### src/rtl/regfile_scoreboard.sv
// regfile_scoreboard
//   Register bank with two read ports, one writeback port and a per-register
//   busy scoreboard. Decode reads operands and reserves a destination.
//   Writeback writes the result and releases the reservation.
//
//   Ports
//     clk, reset             clock; synchronous active-high reset
//     rd_addr1/2             read port addresses
//     rd_data1/2             read data (write-to-read bypass, optional zero reg)
//     rd_busy1/2             addressed register still waits on a producer
//     wr_en/wr_addr/wr_data  writeback; writing also releases the busy bit
//     rsv_en/rsv_addr        reserve a destination (sets its busy bit)
//     busy_count             number of busy registers after the last edge
//
//   READ_REG=0 gives combinational read ports. READ_REG=1 registers
//   rd_data/rd_busy, which adds one cycle of latency.

module regfile_scoreboard_rdport #(
  parameter int WIDTH    = 32,
  parameter int AW       = 5,
  parameter int ZERO_REG = 1,
  parameter int READ_REG = 0
) (
  input  logic             i_clk,
  input  logic             i_rst,
  input  logic [AW-1:0]    i_rd_addr,
  input  logic             i_wr_en,
  input  logic [AW-1:0]    i_wr_addr,
  input  logic [WIDTH-1:0] i_wr_data,
  input  logic [WIDTH-1:0] i_mem_data,
  input  logic             i_mem_busy,
  output logic [WIDTH-1:0] o_rd_data,
  output logic             o_rd_busy
);
  logic             w_hit, w_zero, w_busy;
  logic [WIDTH-1:0] w_data;
  logic             w_unused;

  // In the combinational variant the clock and reset are not used.
  assign w_unused = i_clk ^ i_rst;

  assign w_hit  = i_wr_en && (i_wr_addr == i_rd_addr);
  assign w_zero = (ZERO_REG != 0) && (i_rd_addr == '0);
  assign w_data = w_zero ? '0 : (w_hit ? i_wr_data : i_mem_data);
  // A result that arrives this cycle counts as available.
  assign w_busy = i_mem_busy && !w_hit;

  if (READ_REG != 0) begin : g_reg
    logic [WIDTH-1:0] r_data;
    logic             r_busy;
    always_ff @(posedge i_clk) begin
      if (i_rst) begin
        r_data <= '0;
        r_busy <= 1'b0;
      end else begin
        r_data <= w_data;
        r_busy <= w_busy;
      end
    end
    assign o_rd_data = r_data;
    assign o_rd_busy = r_busy;
  end else begin : g_comb
    assign o_rd_data = w_data;
    assign o_rd_busy = w_busy;
  end
endmodule

module regfile_scoreboard #(
  parameter int WIDTH    = 32,
  parameter int DEPTH    = 32,
  parameter int AW       = $clog2(DEPTH),
  parameter int ZERO_REG = 1,
  parameter int READ_REG = 0
) (
  input  logic             clk,
  input  logic             reset,
  input  logic [AW-1:0]    rd_addr1,
  input  logic [AW-1:0]    rd_addr2,
  output logic [WIDTH-1:0] rd_data1,
  output logic [WIDTH-1:0] rd_data2,
  output logic             rd_busy1,
  output logic             rd_busy2,
  input  logic             wr_en,
  input  logic [AW-1:0]    wr_addr,
  input  logic [WIDTH-1:0] wr_data,
  input  logic             rsv_en,
  input  logic [AW-1:0]    rsv_addr,
  output logic [AW:0]      busy_count
);
  localparam int NUM_RP = 2;

  logic [WIDTH-1:0] r_mem [DEPTH];
  logic [DEPTH-1:0] r_busy;
  logic [AW:0]      r_busy_count;

  logic [DEPTH-1:0]             w_busy_nxt;
  logic [AW:0]                  w_busy_cnt_nxt;
  logic                         w_wr_ok;
  logic [NUM_RP-1:0][AW-1:0]    w_rd_addr;
  logic [NUM_RP-1:0][WIDTH-1:0] w_mem_rd, w_rd_data;
  logic [NUM_RP-1:0]            w_mem_busy, w_rd_busy;

  // Register 0 swallows writes when it is hardwired to zero.
  assign w_wr_ok = wr_en && !((ZERO_REG != 0) && (wr_addr == '0));

  // A reserve overrides a release on the same register: the new producer wins.
  always_comb begin
    w_busy_nxt = r_busy;
    if (wr_en)  w_busy_nxt[wr_addr]  = 1'b0;
    if (rsv_en) w_busy_nxt[rsv_addr] = 1'b1;
    if (ZERO_REG != 0) w_busy_nxt[0] = 1'b0;
  end

  // busy_count tracks the post-update vector so it lines up with r_busy.
  always_comb begin
    w_busy_cnt_nxt = '0;
    for (int i = 0; i < DEPTH; i++)
      w_busy_cnt_nxt = w_busy_cnt_nxt + (AW+1)'(w_busy_nxt[i]);
  end

  always_ff @(posedge clk) begin
    if (reset) begin
      for (int i = 0; i < DEPTH; i++) r_mem[i] <= '0;
      r_busy       <= '0;
      r_busy_count <= '0;
    end else begin
      if (w_wr_ok) r_mem[wr_addr] <= wr_data;
      r_busy       <= w_busy_nxt;
      r_busy_count <= w_busy_cnt_nxt;
    end
  end

  assign w_rd_addr[0] = rd_addr1;
  assign w_rd_addr[1] = rd_addr2;

  for (genvar p = 0; p < NUM_RP; p++) begin : g_rp
    assign w_mem_rd[p]   = r_mem[w_rd_addr[p]];
    assign w_mem_busy[p] = r_busy[w_rd_addr[p]];

    regfile_scoreboard_rdport #(
      .WIDTH(WIDTH), .AW(AW), .ZERO_REG(ZERO_REG), .READ_REG(READ_REG)
    ) u_rp (
      .i_clk      (clk),
      .i_rst      (reset),
      .i_rd_addr  (w_rd_addr[p]),
      .i_wr_en    (wr_en),
      .i_wr_addr  (wr_addr),
      .i_wr_data  (wr_data),
      .i_mem_data (w_mem_rd[p]),
      .i_mem_busy (w_mem_busy[p]),
      .o_rd_data  (w_rd_data[p]),
      .o_rd_busy  (w_rd_busy[p])
    );
  end

  assign rd_data1   = w_rd_data[0];
  assign rd_data2   = w_rd_data[1];
  assign rd_busy1   = w_rd_busy[0];
  assign rd_busy2   = w_rd_busy[1];
  assign busy_count = r_busy_count;
endmodule
### config.mk
export PLATFORM = sky130hd
export DESIGN_NAME = regfile_scoreboard
export DESIGN_NICKNAME = d
export VERILOG_FILES = /design/src/rtl/regfile_scoreboard.sv
export SDC_FILE = /design/constraint.sdc
export NUM_CORES = 2
export LEC_CHECK = 0
export ABC_CLOCK_PERIOD_IN_PS = 6470
export BUFFER_PORTS_ARGS = -buffer_cell sky130_fd_sc_hd__buf_2
export CAP_MARGIN = 25
export CORE_MARGIN = 1.5
export CORE_UTILIZATION = 55
export DETAILED_ROUTE_END_ITERATION = 7
export MAX_ROUTING_LAYER = met4
export PLACE_DENSITY = 0.69
export SYNTH_ARGS = -nofsm -noshare
export SYNTH_HDL_FRONTEND = slang
export SYNTH_HIERARCHICAL = 1
export SYNTH_SLANG_ARGS = --single-unit
### constraint.sdc
create_clock -name clk -period 6.47 [get_ports clk]
set_input_delay 0 -clock clk [delete_from_list [all_inputs] [get_ports clk]]
set_output_delay 0 -clock clk [all_outputs]
set_load 0.01 [all_outputs]
== Word level (Yosys, flattened, before mapping) ==
Memories as Yosys holds them, arrays and structs flattened.
Index checks and enable logic that the tools add are counted.

* Order comparisons: 6
* Bitwise gates (word level): 3
* Multiply operators: 0
* Shift operators: 0
* Div/mod/pow operators: 0
* Muxes and demuxes: 22
* Add/subtract/negate cells: 30
* Equality and inequality tests: 2
* Reduce and logical (&&, ||, !) cells: 14

{| class="wikitable"
|+ Operators with widths
! cell !! number
|-
| $mux 32 || 7
|-
| $add 6x1->6 || 25
|-
| $and 32x32->32 || 1
|-
| $not 32->32 || 1
|-
| $or 32x32->32 || 1
|-
| $reduce_or 32->1 || 1
|-
| $lt 5x6->1 const B || 4
|-
| $logic_not 5->1 || 3
|-
| $bmux 1 s5 || 2
|-
| $demux 1 s5 || 2
|-
| $eq 5x5->1 || 2
|-
| $ge 5x1->1 const B || 2
|-
| $mux 1 || 10
|-
| $logic_and 1x1->1 || 7
|-
| $add 5x1->6 || 1
|-
| $add 4x1->5 || 1
|-
| $mux 5 || 1
|-
| $add 3x1->4 || 1
|-
| $add 2x1->3 || 1
|-
| $logic_not 1->1 || 3
|-
| $add 1x1->2 || 1
|}

* Input bits: 56
* Memories: 1
* Latch bits: 0
* Output and inout bits: 72
* Bits in registers: 38
* ROM bits: 0
* Bits in writable memories: 1024
* Logic and storage cells: 81

{| class="wikitable"
|+ Memories
! memory !! words !! bits a word !! rd ports !! clocked after memory_dff !! wr ports !! RTL line !! RTL
|-
| r_mem || 32 || 32 || 2 || 0 || 32 || 92 || <nowiki>logic [WIDTH-1:0] r_mem [DEPTH];</nowiki>
|}

== Longest topological paths before layout ==
* Depth after elaboration: 39
* Mapped depth: 19
* Depth with buffers taken out: 18

== By module ==
The synthesis kept the hierarchy.

{| class="wikitable"
|+ By module, submodules not included
! module !! instances !! seq. area each (sq um) !! cells an instance !! area an instance (sq um)
|-
| regfile_scoreboard || 1 || 31490.2 || 3619 || 55602.1
|-
| regfile_scoreboard_rdport || 2 || 0.0 || 124 || 651.9
|}

== Least setup slack after synthesis ==
Ideal clock, no wire load.

* Kind: input to register
* Start point: in rsv_addr[1]
* End point: reg r_busy_count[4], in the netlist busy_count[4]
* Stages on the path: 17
* Setup slack: 1389 ps
* Path buffers: 0
* Arrival time: 4953 ps
* Setup time: 128 ps
* Required time: 6342 ps
* Path through: nor3b_1 > a22oi_1 > fa_1 > fa_1 > fa_1 > inv_1 > fa_1 > inv_1 > fa_1 > fa_1 > fa_1 > inv_1 > fa_1 > a21o_1 > a21oi_1 > xor2_1 > nor2_1

* Cells in the longest elaborated chain, start to end: 36
* Elaborated cells between the ends (all ways): 37
* Those cells by class: add/sub: 30; order compare: 2; mux: 3; bitwise: 1; reduce/logical: 1

{| class="wikitable"
|+ Ends and longest elaborated chain
! what !! RTL line !! RTL
|-
| start: declaration || 87 || <nowiki>input logic [AW-1:0] rsv_addr,</nowiki>
|-
| $lt 5x6->1 (not written as such) or $ge 5x1->1 (tied branches) || 110 || <nowiki>if (rsv_en) w_busy_nxt[rsv_addr] = 1'b1;</nowiki>
|-
| $logic_and 1x1->1 (not written as such) || 110 ||
|-
| $mux 1 (not written as such) || 110 ||
|-
| $demux 1 s5 (*) || 110 ||
|-
| $or 32x32->32 (no line) (*) || - ||
|-
| $mux 32 (*) || 110 ||
|-
| $add 1x1->2 || 118 || <nowiki>w_busy_cnt_nxt = w_busy_cnt_nxt + (AW+1)'(w_busy_nxt[i]);</nowiki>
|-
| $add 2x1->3 || 118 ||
|-
| $add 3x1->4 || 118 ||
|-
| $add 4x1->5 || 118 ||
|-
| $add 5x1->6 || 118 ||
|-
| $add 6x1->6 (24 in series) || 118 ||
|-
| $add 6x1->6 (*) || 118 ||
|-
| end signal: assignment || 129 || <nowiki>r_busy_count <= w_busy_cnt_nxt;</nowiki>
|-
| end: declaration || 94 || <nowiki>logic [AW:0] r_busy_count;</nowiki>
|}

Every way passes the cells marked *; elsewhere a longest branch is shown, timed or not.
A chain may end at the register's enable or synchronous reset.

== Final worst setup path ==
* Start point: in wr_addr[1]
* End point: reg r_busy_count[4], in the netlist busy_count[4]

* Cells in the longest elaborated chain, start to end: 39
* Elaborated cells between the ends (all ways): 40
* Those cells by class: add/sub: 30; order compare: 2; mux: 4; bitwise: 3; reduce/logical: 1

{| class="wikitable"
|+ Ends and longest elaborated chain
! what !! RTL line !! RTL
|-
| start: declaration || 84 || <nowiki>input logic [AW-1:0] wr_addr,</nowiki>
|-
| $lt 5x6->1 (not written as such) or $ge 5x1->1 (tied branches) || 109 || <nowiki>if (wr_en) w_busy_nxt[wr_addr] = 1'b0;</nowiki>
|-
| $logic_and 1x1->1 (not written as such) || 109 ||
|-
| $mux 1 (not written as such) || 109 ||
|-
| $demux 1 s5 (*) || 109 ||
|-
| $not 32->32 (no line) (*) || - ||
|-
| $and 32x32->32 (no line) (*) || - ||
|-
| $mux 32 (*) || 109 ||
|-
| $or 32x32->32 (no line) || - ||
|-
| $mux 32 (*) || 110 ||
|-
| $add 1x1->2 || 118 ||
|-
| $add 2x1->3 || 118 ||
|-
| $add 3x1->4 || 118 ||
|-
| $add 4x1->5 || 118 ||
|-
| $add 5x1->6 || 118 ||
|-
| $add 6x1->6 (24 in series) || 118 ||
|-
| $add 6x1->6 (*) || 118 ||
|}

Marks and branches as above.

==> results.md <==
- Synth-to-Final Area Change: 11.2%
- Slowest-stage cell, CP: nor3b_2
- Switching Fraction: 25.6%
- Clock Latency Late Sink: 0.72 ns
- Clk pwr share: between 30% and 40%
- Max-slew violations: 0
- Crit end category: flip-flop
- Routed vias/inst: 7.17
- Commonest non-fill, non-tap cells in the layout: edfxtp_1, and2_1, mux4_2, o22ai_1, buf_2
- Clk pin slew, worst setup/hold paths: roughly 0.070 ns
- Num CTS Buffers: approximately 110
- Gate power share: between 10 and 15%
- Ports: 128
- CP arrival: 6.61 ns
- Cts repair resizes: 0
- Fin worst setup slack: 0.430 ns
- H-tree depth: 3
- Post-Synthesis Cells: 3,867
- Final hold violations: 0
- Finish-stage setup viols: 0
- Clock sink count: around 1,100
- Cell mode on critical path: fa_1
- Crit Path Max Fanout: 10
- Place WS: roughly 0.75 ns
- YS warnings: 6
- Launch point of the worst path: wr_addr[1]
- Iter 0 DRT Violations: 6,807
- Flops & latches, synth: 1,061
- Number of flops mapped to enable cells by yosys: ~1,000
- Worst Setup Start Kind: input pin
- Nets: 3,981
- Initial Utilization: a little under three fifths
- Worst-Margin Slew: ~1.2 ns
- CP Cell Sequence: dlygate4sd3_1, buf_2, nor3b_2, nand2_1, dlygate4sd3_1, a22oi_1, fa_1, fa_1, fa_1, inv_1, fa_1, inv_1, fa_1, fa_1, fa_1, inv_1, fa_1, a21o_1, a21oi_1, xor2_1, nor2_1
- Die X: 325 um
- Yosys cell types: 52
- Reg-to-reg startpoint: r_busy[16]
- Worst EP required: 7.04 ns
- Via count: 38,589
- Total Routing Usage GR: about two fifths
- Worst vdd ir: 0.212 mV
- First-pass GRT wire length: 277,000 um
- Status: complete, no violations
- Initial antenna violation count: 23
- Max Cap Violations: 0
- Pint: approximately 12,000 uW
- Max clock buf depth: 3
- Share of layout cells above drive strength 1: 25.7%
- RSZ-0062 raised after global routing: no
- Peak Freq: 0.166 GHz
- PD cells: 264 nW/um^2
- Largest net degree at the start of global routing: 101
- CTS tree: built
- Detail Placement HPWL: roughly 120,000 um
- Psw: 4270 uW
- Commonest non-fill, non-tap cell in the layout: edfxtp_1
- Reg power frac: 48.5%
- Pre-Repair DR Iteration Count: 7
- Critical path's top delay family: adder cells
- Final ANT Viol Nets: 0
- Vias in the first global route: 37,551
- Hold/Removal Path Class: input pin to flip-flop
- Hold Crit Start: wr_data[27]
- Mapped cell area: 56,900 um^2
- Slowest cell delay on critical path: 0.62 ns
- Ys async rst share: 0%
- Leakage: 0.0216 uW
- GPL Wtd Cong: 0.916
- Kind of critical path: input pin to flip-flop
- Minimum clock period: between 6 and 7 ns
- Core area: 102,000 um^2
- I/O Buffers: between 100 and 150
- Routed WL per cell: 36.7 um
- Gr ovfl total: 0
- Root buffer cell: clkbuf_16
- Setup_tns: 0 ns
- Synthesized area per cell: 14.7 um^2
- Seq/Total Area, Yosys: 55.3%
- CP bufs+invs: 6
- Max-slew headroom: 21.2%
- # rows: 117
- Die area: 105,000 um^2
- Fillers: 7,605
- WL final: about 200,000 um
- Post-CTS Setup Inserts: 0
- DRC viols: 0
- Die Y: between 300 and 400 um
- Clk_skew: around 0.0073 ns
- Predominant post-synthesis flop cell: edfxtp_1
- Tcrit/Tclk final: 93.3%
==> kinds of logic (layout without fill, tap and decap cells) <==
kind of cell | count (synthesis) | in the layout | share of synthesized area (%)
other | 1 | 53 | 0.00659
multiplexers | 536 | 536 | 20.8
adder cells (fa/ha/maj) | 30 | 30 | 0.963
AO/OA/AOI/OAI | 395 | 395 | 4.27
AND/OR/NAND/NOR | 1384 | 1384 | 14.6
XOR/XNOR | 12 | 12 | 0.185
flip-flops | 1061 | 1061 | 55.3
buffers and inverters | 448 | 542 | 3.78
==> through the flow <==
stage,power [uW],std cells,cell area (um^2),util (%),hold WS (ns)
floorplan,9430,3898,57000,-,0.136
global placement,10100,5095,58900,57.7,0.405
detailed placement,10200,5099,59100,57.8,0.398
CTS,16600,5360,63200,61.9,0.00316
global route,17000,5372,63300,61.9,0.0505
finish,16700,5381,63300,61.9,0.0210
==> worst reg2reg max path, cell delays in order (launching register included) <==
cell,delay [ns]
dfxtp_1,0.33
a22oi_1,0.38
fa_1,0.51
fa_1,0.49
inv_1,0.06
fa_1,0.50
fa_1,0.50
inv_1,0.05
fa_1,0.46
fa_1,0.51
fa_1,0.20
inv_1,0.07
fa_1,0.45
a21o_1,0.17
a21oi_1,0.16
xor2_1,0.16
nor2_1,0.05
==> layer usage <==
metal / wire length [um] / GRT usage (%) / up-vias / share of wire [%]
met4: 10300 / 19.0 / 0 / 5.2
met1: 68900 / 50.4 / 19693 / 35
met3: 27500 / 9.18 / 627 / 14
li1: - / - / 15037 / -
met2: 90900 / 57.0 / 3232 / 46
met5: 0 / - / - / 0
==> path summary, 6_finish.rpt <==
kind	slack (ns)	to	cells past startpoint
worst max-delay path	0.43	busy_count[4]	21
worst min-delay path	0.02	r_mem[11][27]	2
worst max register to register	1.26	busy_count[4]	16
worst min register to register	0.60	r_busy[26]	2
==> power groups by stage <==
| stage | Combinational, uW | Clock (uW) | Sequential [uW] |
|---|---|---|---|
| finish | 2050 | 6540 | 8090 |
| global route | 2110 | 6810 | 8120 |
| CTS | 2010 | 6540 | 8080 |
| detailed placement | 1980 | 0 | 8220 |
| global placement | 1960 | 0 | 8180 |
| floorplan | 1260 | 0 | 8170 |
==> repair_timing <==
item | 4_1_cts | 5_1_grt
setup endpoints to repair | 0 | 1
hold endpoints to repair | 967 | 0
hold buffers | 48 | 0
==> flip-flops by register name (all words and copies together), names as in the netlist <==
signal and count:
r_mem 1024, busy_count 6, r_busy 31
==> cell type report <==
| class | count | area [um^2] | share of cell area (%) |
|---|---|---|---|
| inverter | 29 | 109 | 0.172 |
| clock buffer | 145 | 3050 | 4.82 |
| sequential | 1061 | 31500 | 49.8 |
| timing repair buffer | 300 | 2250 | 3.56 |
| tap | 1368 | 1710 | 2.71 |
| multi-input combinational | 2389 | 24000 | 37.9 |
| clock inverter | 68 | 627 | 0.991 |
| antenna | 21 | 52.6 | 0.0831 |
==> Yosys cell counts (all sizes together) (9+ instances only) <==
cell type / n / area (um^2)
inv: 29 / 109
nand4: 71 / 450
nor4: 66 / 443
buf: 160 / 1050
dfxtp: 37 / 741
nor2b: 12 / 75.1
mux4: 518 / 11700
nand3: 9 / 45.0
o21ai: 93 / 465
edfxtp: 1024 / 30700
nand3b: 9 / 67.6
nor2: 69 / 282
xor2: 9 / 78.8
fa: 23 / 460
a22oi: 28 / 210
mux2i: 10 / 100
clkbuf: 259 / 992
o22ai: 256 / 1600
and2: 999 / 6250
nand2: 109 / 409
Power figures use the tool's default switching activity.
